File: src/rtl/auth_requester_port_pkg.sv
// rtl/auth_requester_port_pkg.sv - shared codes, widths and state type for the auth requester port
package auth_requester_port_pkg;

  // Requester identities as decoded by the driver
  localparam logic [1:0] REQ_ID_PD    = 2'b01;
  localparam logic [1:0] REQ_ID_DEBUG = 2'b10;

  // Requester roles
  localparam logic [1:0] ROLE_RESPONDER = 2'b01;
  localparam logic [1:0] ROLE_INITIATOR = 2'b10;

  // Result codes reported on rsp_err
  localparam logic [2:0] ERR_OK       = 3'd0;
  localparam logic [2:0] ERR_GRANT_TO = 3'd1;
  localparam logic [2:0] ERR_MSG_TO   = 3'd2;
  localparam logic [2:0] ERR_BAD_VER  = 3'd3;
  localparam logic [2:0] ERR_FOREIGN  = 3'd4;
  localparam logic [2:0] ERR_BAD_REQ  = 3'd5;

  localparam logic [7:0] PROTO_VER_DEFAULT = 8'h01;

  // USB control-transfer framing ahead of the auth header
  localparam int USB_BMRT_W  = 8;
  localparam int USB_BREQ_W  = 8;
  localparam int USB_WLEN_W  = 16;
  localparam int USB_FRAME_W = USB_BMRT_W + USB_BREQ_W + USB_WLEN_W;

  typedef enum logic [2:0] {
    ST_IDLE,
    ST_REQUEST,
    ST_WAIT_MSG,
    ST_CAPTURE,
    ST_ACK,
    ST_DONE
  } state_e;

  // Request byte layout must match the driver's decode: {id, role, 0, usb, type}
  function automatic logic [7:0] req_code(input logic [1:0] id, input logic [1:0] role,
                                          input logic usb, input logic [1:0] rtype);
    return {id, role, 1'b0, usb, rtype};
  endfunction

endpackage

File: src/rtl/auth_msg_unpack.sv
// rtl/auth_msg_unpack.sv - splits a USB-framed or plain auth message into its fields
module auth_msg_unpack
  import auth_requester_port_pkg::*;
#(
  parameter int         MSG_W     = 512,
  parameter int         HDR_W     = 32,
  parameter logic [7:0] PROTO_VER = PROTO_VER_DEFAULT
) (
  input  logic [MSG_W-1:0]       msg_i,
  input  logic                   usb_i,
  output logic [USB_BMRT_W-1:0]  bmrt_o,
  output logic [USB_BREQ_W-1:0]  breq_o,
  output logic [USB_WLEN_W-1:0]  wlen_o,
  output logic [HDR_W-1:0]       header_o,
  output logic [MSG_W-HDR_W-1:0] payload_o,
  output logic                   ver_ok_o
);

  localparam int PL_W     = MSG_W - HDR_W;
  localparam int USB_PL_W = PL_W - USB_FRAME_W;

  // Field extraction; USB fields read as zero in plain framing
  always_comb begin
    bmrt_o    = '0;
    breq_o    = '0;
    wlen_o    = '0;
    header_o  = '0;
    payload_o = '0;
    if (usb_i) begin
      bmrt_o    = msg_i[MSG_W-1 -: USB_BMRT_W];
      breq_o    = msg_i[MSG_W-USB_BMRT_W-1 -: USB_BREQ_W];
      wlen_o    = msg_i[MSG_W-USB_BMRT_W-USB_BREQ_W-1 -: USB_WLEN_W];
      header_o  = msg_i[MSG_W-USB_FRAME_W-1 -: HDR_W];
      payload_o = {{USB_FRAME_W{1'b0}}, msg_i[USB_PL_W-1:0]};
    end else begin
      header_o  = msg_i[MSG_W-1 -: HDR_W];
      payload_o = msg_i[PL_W-1:0];
    end
  end

  assign ver_ok_o = (header_o[HDR_W-1 -: 8] == PROTO_VER);

endmodule

File: src/rtl/auth_requester_port.sv
// rtl/auth_requester_port.sv - requester-side endpoint of the authentication driver handshake
module auth_requester_port
  import auth_requester_port_pkg::*;
#(
  parameter int         MSG_W       = 512,
  parameter int         HDR_W       = 32,
  parameter logic [7:0] PROTO_VER   = PROTO_VER_DEFAULT,
  parameter int         TIMEOUT_CYC = 1024,
  parameter logic [1:0] REQUESTER   = REQ_ID_PD
) (
  input  logic                   clk,
  input  logic                   reset,
  input  logic                   req_valid,
  input  logic [1:0]             req_role,
  input  logic                   req_usb,
  input  logic [1:0]             req_type,
  output logic                   req_ready,
  output logic [7:0]             pending_auth_request,
  input  logic                   PD_in_ready,
  input  logic                   DEBUG_in_ready,
  input  logic                   auth_msg_ready,
  input  logic [MSG_W-1:0]       auth_msg_in,
  output logic                   Ack_out,
  output logic                   rsp_valid,
  input  logic                   rsp_ready,
  output logic [2:0]             rsp_err,
  output logic [7:0]             bmRequestType,
  output logic [7:0]             bRequest,
  output logic [15:0]            wLength,
  output logic [HDR_W-1:0]       header,
  output logic [MSG_W-HDR_W-1:0] payload
);

  localparam int            TW         = $clog2(TIMEOUT_CYC) + 1;
  localparam logic [TW-1:0] TIMER_LAST = TW'(TIMEOUT_CYC - 1);

  state_e                   state_q;
  logic [TW-1:0]            timer_q;
  logic [7:0]               pending_q;
  logic                     usb_q;
  logic                     ack_q;
  logic                     rsp_valid_q;
  logic [2:0]               err_q;
  logic [7:0]               bmrt_q;
  logic [7:0]               breq_q;
  logic [15:0]              wlen_q;
  logic [HDR_W-1:0]         header_q;
  logic [MSG_W-HDR_W-1:0]   payload_q;

  logic [7:0]               u_bmrt;
  logic [7:0]               u_breq;
  logic [15:0]              u_wlen;
  logic [HDR_W-1:0]         u_header;
  logic [MSG_W-HDR_W-1:0]   u_payload;
  logic                     u_ver_ok;

  logic own_grant;
  logic other_grant;
  logic timer_hit;
  logic role_ok;

  assign own_grant   = (REQUESTER == REQ_ID_DEBUG) ? DEBUG_in_ready : PD_in_ready;
  assign other_grant = (REQUESTER == REQ_ID_DEBUG) ? PD_in_ready : DEBUG_in_ready;
  assign timer_hit   = (timer_q >= TIMER_LAST);
  assign role_ok     = (req_role == ROLE_RESPONDER) || (req_role == ROLE_INITIATOR);

  auth_msg_unpack #(
    .MSG_W     (MSG_W),
    .HDR_W     (HDR_W),
    .PROTO_VER (PROTO_VER)
  ) u_unpack (
    .msg_i     (auth_msg_in),
    .usb_i     (usb_q),
    .bmrt_o    (u_bmrt),
    .breq_o    (u_breq),
    .wlen_o    (u_wlen),
    .header_o  (u_header),
    .payload_o (u_payload),
    .ver_ok_o  (u_ver_ok)
  );

  // Handshake FSM with wait-state timer and registered outputs; any state change clears the timer
  always_ff @(posedge clk) begin
    if (reset) begin
      state_q     <= ST_IDLE;
      timer_q     <= '0;
      pending_q   <= '0;
      usb_q       <= 1'b0;
      ack_q       <= 1'b0;
      rsp_valid_q <= 1'b0;
      err_q       <= ERR_OK;
      bmrt_q      <= '0;
      breq_q      <= '0;
      wlen_q      <= '0;
      header_q    <= '0;
      payload_q   <= '0;
    end else begin
      if (timer_q != '1) timer_q <= timer_q + TW'(1);
      unique case (state_q)
        ST_IDLE: begin
          if (req_valid) begin
            // Fresh request: drop any previous result so stale fields never leak
            usb_q     <= req_usb;
            err_q     <= ERR_OK;
            bmrt_q    <= '0;
            breq_q    <= '0;
            wlen_q    <= '0;
            header_q  <= '0;
            payload_q <= '0;
            timer_q   <= '0;
            if (role_ok) begin
              pending_q <= req_code(REQUESTER, req_role, req_usb, req_type);
              state_q   <= ST_REQUEST;
            end else begin
              err_q       <= ERR_BAD_REQ;
              rsp_valid_q <= 1'b1;
              state_q     <= ST_DONE;
            end
          end
        end
        ST_REQUEST: begin
          if (own_grant) begin
            pending_q <= '0;
            timer_q   <= '0;
            state_q   <= ST_WAIT_MSG;
          end else if (other_grant || timer_hit) begin
            pending_q   <= '0;
            err_q       <= other_grant ? ERR_FOREIGN : ERR_GRANT_TO;
            rsp_valid_q <= 1'b1;
            timer_q     <= '0;
            state_q     <= ST_DONE;
          end
        end
        ST_WAIT_MSG: begin
          // A ready level with an all-zero bus is not a message
          if (auth_msg_ready && (auth_msg_in != '0)) begin
            timer_q <= '0;
            state_q <= ST_CAPTURE;
          end else if (timer_hit) begin
            err_q       <= ERR_MSG_TO;
            rsp_valid_q <= 1'b1;
            timer_q     <= '0;
            state_q     <= ST_DONE;
          end
        end
        ST_CAPTURE: begin
          bmrt_q    <= u_bmrt;
          breq_q    <= u_breq;
          wlen_q    <= u_wlen;
          header_q  <= u_header;
          payload_q <= u_payload;
          if (!u_ver_ok) err_q <= ERR_BAD_VER;
          ack_q     <= 1'b1;
          timer_q   <= '0;
          state_q   <= ST_ACK;
        end
        ST_ACK: begin
          if (!auth_msg_ready || timer_hit) begin
            ack_q       <= 1'b0;
            rsp_valid_q <= 1'b1;
            timer_q     <= '0;
            state_q     <= ST_DONE;
          end
        end
        ST_DONE: begin
          if (rsp_ready) begin
            rsp_valid_q <= 1'b0;
            timer_q     <= '0;
            state_q     <= ST_IDLE;
          end
        end
        default: begin
          state_q <= ST_IDLE;
          timer_q <= '0;
        end
      endcase
    end
  end

  assign req_ready            = (state_q == ST_IDLE);
  assign pending_auth_request = pending_q;
  assign Ack_out              = ack_q;
  assign rsp_valid            = rsp_valid_q;
  assign rsp_err              = err_q;
  assign bmRequestType        = bmrt_q;
  assign bRequest             = breq_q;
  assign wLength              = wlen_q;
  assign header               = header_q;
  assign payload              = payload_q;

endmodule

File: config.mk
export PLATFORM = sky130hd
export DESIGN_NAME = auth_requester_port
export DESIGN_NICKNAME = d
export VERILOG_FILES = /design/src/rtl/auth_requester_port_pkg.sv /design/src/rtl/auth_msg_unpack.sv /design/src/rtl/auth_requester_port.sv
export SDC_FILE = /design/constraint.sdc
export NUM_CORES = 1
export LEC_CHECK = 0
export ABC_CLOCK_PERIOD_IN_PS = 1800
export BUFFER_PORTS_ARGS = -buffer_cell sky130_fd_sc_hd__buf_2
export CAP_MARGIN = 30
export CORE_AREA = 2 2 427 429
export DETAILED_ROUTE_END_ITERATION = 10
export DIE_AREA = 0 0 429 431
export PLACE_DENSITY = 0.3
export SLEW_MARGIN = 20
export SYNTH_ARGS = -nofsm -noshare
export SYNTH_HDL_FRONTEND = slang
export SYNTH_SLANG_ARGS = --single-unit
export TNS_END_PERCENT = 30
File: constraint.sdc
create_clock -name clk -period 1.8 [get_ports clk]
set_input_delay 0.18 -clock clk [delete_from_list [all_inputs] [get_ports clk]]
set_output_delay 0.18 -clock clk [all_outputs]
set_load 0.01 [all_outputs]
# Yosys cells after proc, flatten, opt, wreduce, memory -nomap -nowiden
# Index checks and enable logic that the tools add are counted.
[op_classes]
add_sub_neg = 1
n_lt_le_gt_ge = 1
n_eq_ne = 21
n_mux = 57
n_reduce_logical = 19
[op_table]
columns = ["cell", "n"]
rows = [
  ["two-way mux 480 bit", 2],
  ["case mux 480 bit (2 select lines)", 1],
  ["nonzero test 512 bit", 1],
  ["two-way mux 11 bit", 8],
  ["two-way mux 32 bit", 2],
  ["case mux 32 bit (2 select lines)", 1],
  ["two-way mux 8 bit", 7],
  ["case mux 11 bit (5 select lines)", 1],
  ["two-way mux 3 bit", 16],
  ["case mux 8 bit (2 select lines)", 3],
  ["two-way mux 16 bit", 2],
  ["case mux 16 bit (2 select lines)", 1],
  ["inequality test 2 bit (second input constant)", 9],
  ["case mux 3 bit (6 select lines)", 1],
  ["case mux 3 bit (4 select lines)", 1],
  ["adder 11 x 1 -> 11 bit (second input constant)", 1],
  [">= comparator 11 x 10 -> 1 bit (second input constant)", 1],
  ["inequality test 11 bit (second input constant)", 1],
  ["two-way mux 1 bit", 9],
  ["AND reduction 9 bit", 1],
  ["equality test 8 x 1 -> 1 bit (second input constant)", 1],
  ["AND reduction 7 bit", 1],
  ["equality test 3 x 2 -> 1 bit (second input constant)", 2],
  ["equality test 3 bit (second input constant)", 2],
  ["other kinds (17)", 24],
]
[word_totals]
reg_bits = 572
inputBits = 524
output_inout_bits = 558
elab_cells = 111

# Logic depth before layout (Yosys ltp)
[logic_depth]
depth_word = 5
mapped_depth = 9
mapped_depth_nobuf = 8

# Cells and area by module
# A second synthesis with hierarchy kept.
[unflattened]
cells_unflattened = 2725
area_unflattened_um2 = 24422.2
[by_module_without_submodules]
columns = ["module", "instances", "cells_each", "area_each_um2", "seq_area_each_um2"]
rows = [
  ["auth_requester_port", 1, 2162, 20175.6, 11410.9],
  ["auth_msg_unpack", 1, 563, 4246.6, 0.0],
]

# Least setup slack after synthesis
# Ideal clock, no wire load.
[synth_timing]
path_kind = "reg-to-reg"
startpoint = "register timer_q[0]"
endpoint = "register pending_q[0], in the netlist pending_auth_request[0]"
setup_time_ps = 132
arrival_time_ps = 1843
required_time_ps = 1668
setup_slack_ps = -175
path_stages_with_launch = 9
path_buffers = 1
synth_period_minus_slack_ps = 1975
path_cell_list = "dfxtp_1 ha_1 a21oi_1 o31ai_4 o32ai_2 or4_1 buf_2 nand2_1 a21oi_1"
[synth_via]
elab_chain_cells = 4
[synth_lines]
columns = ["element", "line", "text"]
rows = [
  ["start: declaration", "auth_requester_port.sv:38", "logic [TW-1:0] timer_q;"],
  ["start signal: assignment", "auth_requester_port.sv:98", "if (timer_q != '1) timer_q <= timer_q + TW'(1);"],
  [">= comparator 11 x 10 -> 1 bit", "auth_requester_port.sv:64", "assign timer_hit = (timer_q >= TIMER_LAST);"],
  ["logical OR 1 bit", "auth_requester_port.sv:126", "end else if (other_grant || timer_hit) begin"],
  ["inequality test 3 bit (no source line)", "-", ""],
  ["AND reduction 4 bit (no source line)", "-", ""],
  ["end signal: assignment", "auth_requester_port.sv:112", "pending_q <= req_code(REQUESTER, req_role, req_usb, req_type);"],
  ["end: declaration", "auth_requester_port.sv:39", "logic [7:0] pending_q;"],
]
# Every way passes these cells.
# A chain may end at the register's enable or synchronous reset.

# Worst setup path in the final report
[layout_timing]
startpoint = "input port auth_msg_in[404]"
endpoint = "register timer_q[8]"
[layout_via]
elab_chain_cells = 4
[layout_lines]
columns = ["element", "line", "text"]
rows = [
  ["start: declaration", "auth_requester_port.sv:22", "input logic [MSG_W-1:0] auth_msg_in,"],
  ["nonzero test 512 bit", "auth_requester_port.sv:136", "if (auth_msg_ready && (auth_msg_in != '0)) begin"],
  ["logical AND 1 bit", "auth_requester_port.sv:136", ""],
  ["two-way mux 11 bit", "auth_requester_port.sv:136", ""],
  ["case mux 11 bit (5 select lines)", "auth_requester_port.sv:99", "unique case (state_q)"],
]
# Every way passes these cells.

==> results.md <==
- Status: finished with violations
- Failing checks: negative setup slack
- Synthesized flop and latch total: 570
- Synth warn: 0
- First-pass GRT wire length: 214000 um
- 1st-pass router iterations: 5
- Synthesized area: 20700 um2
- CTS buffer count: 82
- Final core occ: 23.6%
- Worst Hold Class: primary input to flop
- Crit Path Class: primary input to flop
- Vias in the first global route: 26957
- Antenna violations before repair: 40
- Grt ovf: 0
- Hold Slack: 0.297 ns
- Critical path data arrival time: 2.66 ns
- H-Tree Depth: 3
- CP Max Fanout: 5
- # port buffers: 1079
- Leakage power: 18.8 nW
- Post-Synthesis Cells: 2241
- Worst path required time: 2.42 ns
- Setup violators final: 24
- Number of synthesized flops with an enable pin: 0
- Clock Skew: 0.0184 ns
- Fmax: 0.489 GHz
- Final TNS setup: -4.40 ns
- Row cnt: 156
- Final Hold Viols: 0
- Post-synthesis sequential area ratio: 55.1%
- Final Cycle Share: 114%
- Initial core utilization: 11.5%
- Peak VDD IR: 0.000724 V
- Largest net degree at the start of global routing: 121
- Crit path time final: 2.04 ns
- DIE WIDTH: 429 um
- Die area: 185000 um2
- Share of cells above drive strength 1: 44.2%
- Final ANT Viol Nets: 0
- RSZ-0062 raised after global routing: true
- Syn Area/Cell: 9.24 um2
- Drt first-iter violations: 1619
- Synth Flop Type: dfxtp_1
- Unique masters post-synth: 52
- WL/cell: 23.2 um
- Longest Clk Path Bufs: 3
- Via count: 26627
- CP Capture Type: flop
- Post-route cell area: 42600 um2
- Setup ws final: -0.243 ns
- Critical Path Start Type: primary input
- Worst-Margin Slew: 0.693 ns
- Overall routed net length: 158000 um
- Layout net count: 4883
- Reg clk slew, reported paths: 0.06 ns
- DP Area: 33400 um2
- Ys async rst share: 0%
- Die Y: 431 um
- Power Total: 44.0 mW
- Drt drc: 0
- CTS Sinks: 570
- Vias per cell: 3.91
- Synth-to-layout area growth: 106%
- GP Congestion: 0.908
- Slew headroom: 53.8%
- CTS tree: done
- Top Ports: 1082
- Max-slew violation count: 0
- Power density cells: 1030 nW/um2
- GRT Total Usage: 16.2%
- DP Wirelength: 123000 um
- Core Area: 180000 um2
- Clk Latency, worst-skew pair: 0.70 ns
- Root buf cell: clkbuf_16
- Max Cap Viol: 0
layout by cell type (no fill, tap or decap), types with 4 or more instances in the layout:
master,instances
nand2_1,17
buf_6,18
dfxtp_4,5
nor4_2,18
nor3_1,5
nand4_1,40
buf_16,5
a21oi_2,9
diode_2,15
nor4_4,9
buf_12,42
dfxtp_1,562
xor2_1,9
nor2_1,587
nand3_1,10
a21oi_1,41
a22oi_1,487
inv_6,6
clkbuf_1,13
nor2_4,5
inv_1,5
clkinv_2,14
nand2_4,4
dlygate4sd3_1,523
nand2_2,4
mux2i_1,29
nor4_1,110
o21ai_0,4
clkbuf_8,23
nor2b_1,4
buf_2,1073
buf_4,555
clkbuf_16,92
a22oi_2,26
bufinv_16,5
worst max-delay path, cell delays in order:
cell and delay (ns):
buf_2 0.11, nor4_1 0.42, nand4_1 0.32, nor4_4 0.44
buf_4 0.19, nand4_1 0.21, o21ai_4 0.25, buf_6 0.14
a32oi_4 0.12, clkbuf_16 0.19, a21oi_2 0.08
cell type report:
class	count	area (um2)
Clock inverter	33	354
Multi-Input combinational cell	1471	9110
Inverter	6	22.5
Tap cell	2370	2970
Fill cell	20059	138000
Timing Repair Buffer	2227	16200
Antenna cell	15	37.5
Clock buffer	119	2440
Sequential cell	570	11400
registers in the layout, indices dropped and copies added, names as in the netlist, 3 cells and up:
register              cells
payload                 480
header                   32
wLength                  16
timer_q                  11
bRequest                  8
bmRequestType             8
pending_auth_request      6
rsp_err                   3
state_q                   3
kinds of logic after synthesis:
group                      after synthesis  synth area share [%]
DFF                                    570                  55.1
xor gates and xnor gates                11                 0.465
other                                    1                0.0181
and+or+nand+nor                        829                  17.6
adders and majority gates                1                0.0604
AOI/OAI and AO/OA                      593                  21.2
buffers and inverters                  201                  3.86
muxes                                   35                  1.75
synth_stat cells (all sizes together) (3+ instances only):
cell type / count / area [um2]
clkbuf: 158 / 593
a21oi: 51 / 255
a22oi: 513 / 3850
o21ai: 7 / 46.3
a21o: 3 / 22.5
a211oi: 4 / 35.0
buf: 37 / 184
nand3: 10 / 50.1
mux2i: 32 / 320
nor4: 137 / 872
inv: 6 / 22.5
nor3: 7 / 35.0
nand2: 25 / 93.8
xor2: 9 / 78.8
mux2: 3 / 41.3
dfxtp: 570 / 11400
nor2b: 5 / 31.3
nand4: 41 / 263
nor2: 595 / 2240
metal layers:
layer / wire (um) / GRT usage [%] / up-vias / share of wire, %
li1: - / - / 12533 / -
met1: 65300 / 19.5 / 13061 / 41
met2: 76600 / 27.5 / 807 / 49
met3: 11200 / 5.30 / 214 / 7.1
met4: 4680 / 4.85 / 12 / 3.0
met5: 85 / 0 / - / 0.054
timing repair:
item                       CTS  global route
hold buffers               523             0
hold endpoints to repair   553             0
setup endpoints to repair  224           277
setup buffers               10             8
cloned                       0             9
resized for setup           73            77
pin swaps                   18            21
through the flow:
| step | instances | worst slack (ns) |
|---|---|---|
| floorplan | 2242 | -0.130 |
| global placement | 6092 | -1.65 |
| detailed placement | 6094 | -1.42 |
| CTS | 6779 | -0.240 |
| global route | 6806 | -0.290 |
| finish | 6811 | -0.243 |
path summary, 6_finish.rpt:
path / startpoint / endpoint / cells past startpoint / slack [ns]
worst min-delay path: auth_msg_in[113] / payload[113]$_SDFFE_PP0P_ / 4 / 0.30
worst max register to register: timer_q[5]$_SDFF_PP0_ / pending_auth_request[0]$_SDFFE_PP0P_ / 8 / -0.18
worst min register to register: pending_auth_request[2]$_SDFFE_PP0P_ / pending_auth_request[2]$_SDFFE_PP0P_ / 2 / 0.46
worst max-delay path: auth_msg_in[404] / timer_q[8]$_SDFF_PP0_ / 11 / -0.24
where the power goes:
part / switching [mW] / internal, mW
Combinational: 7.24 / 5.92
Clock: 6.89 / 10.2
Sequential: 0.451 / 13.4
Total: 14.6 / 29.4
No activity file was read; power rests on OpenSTA's default activity.
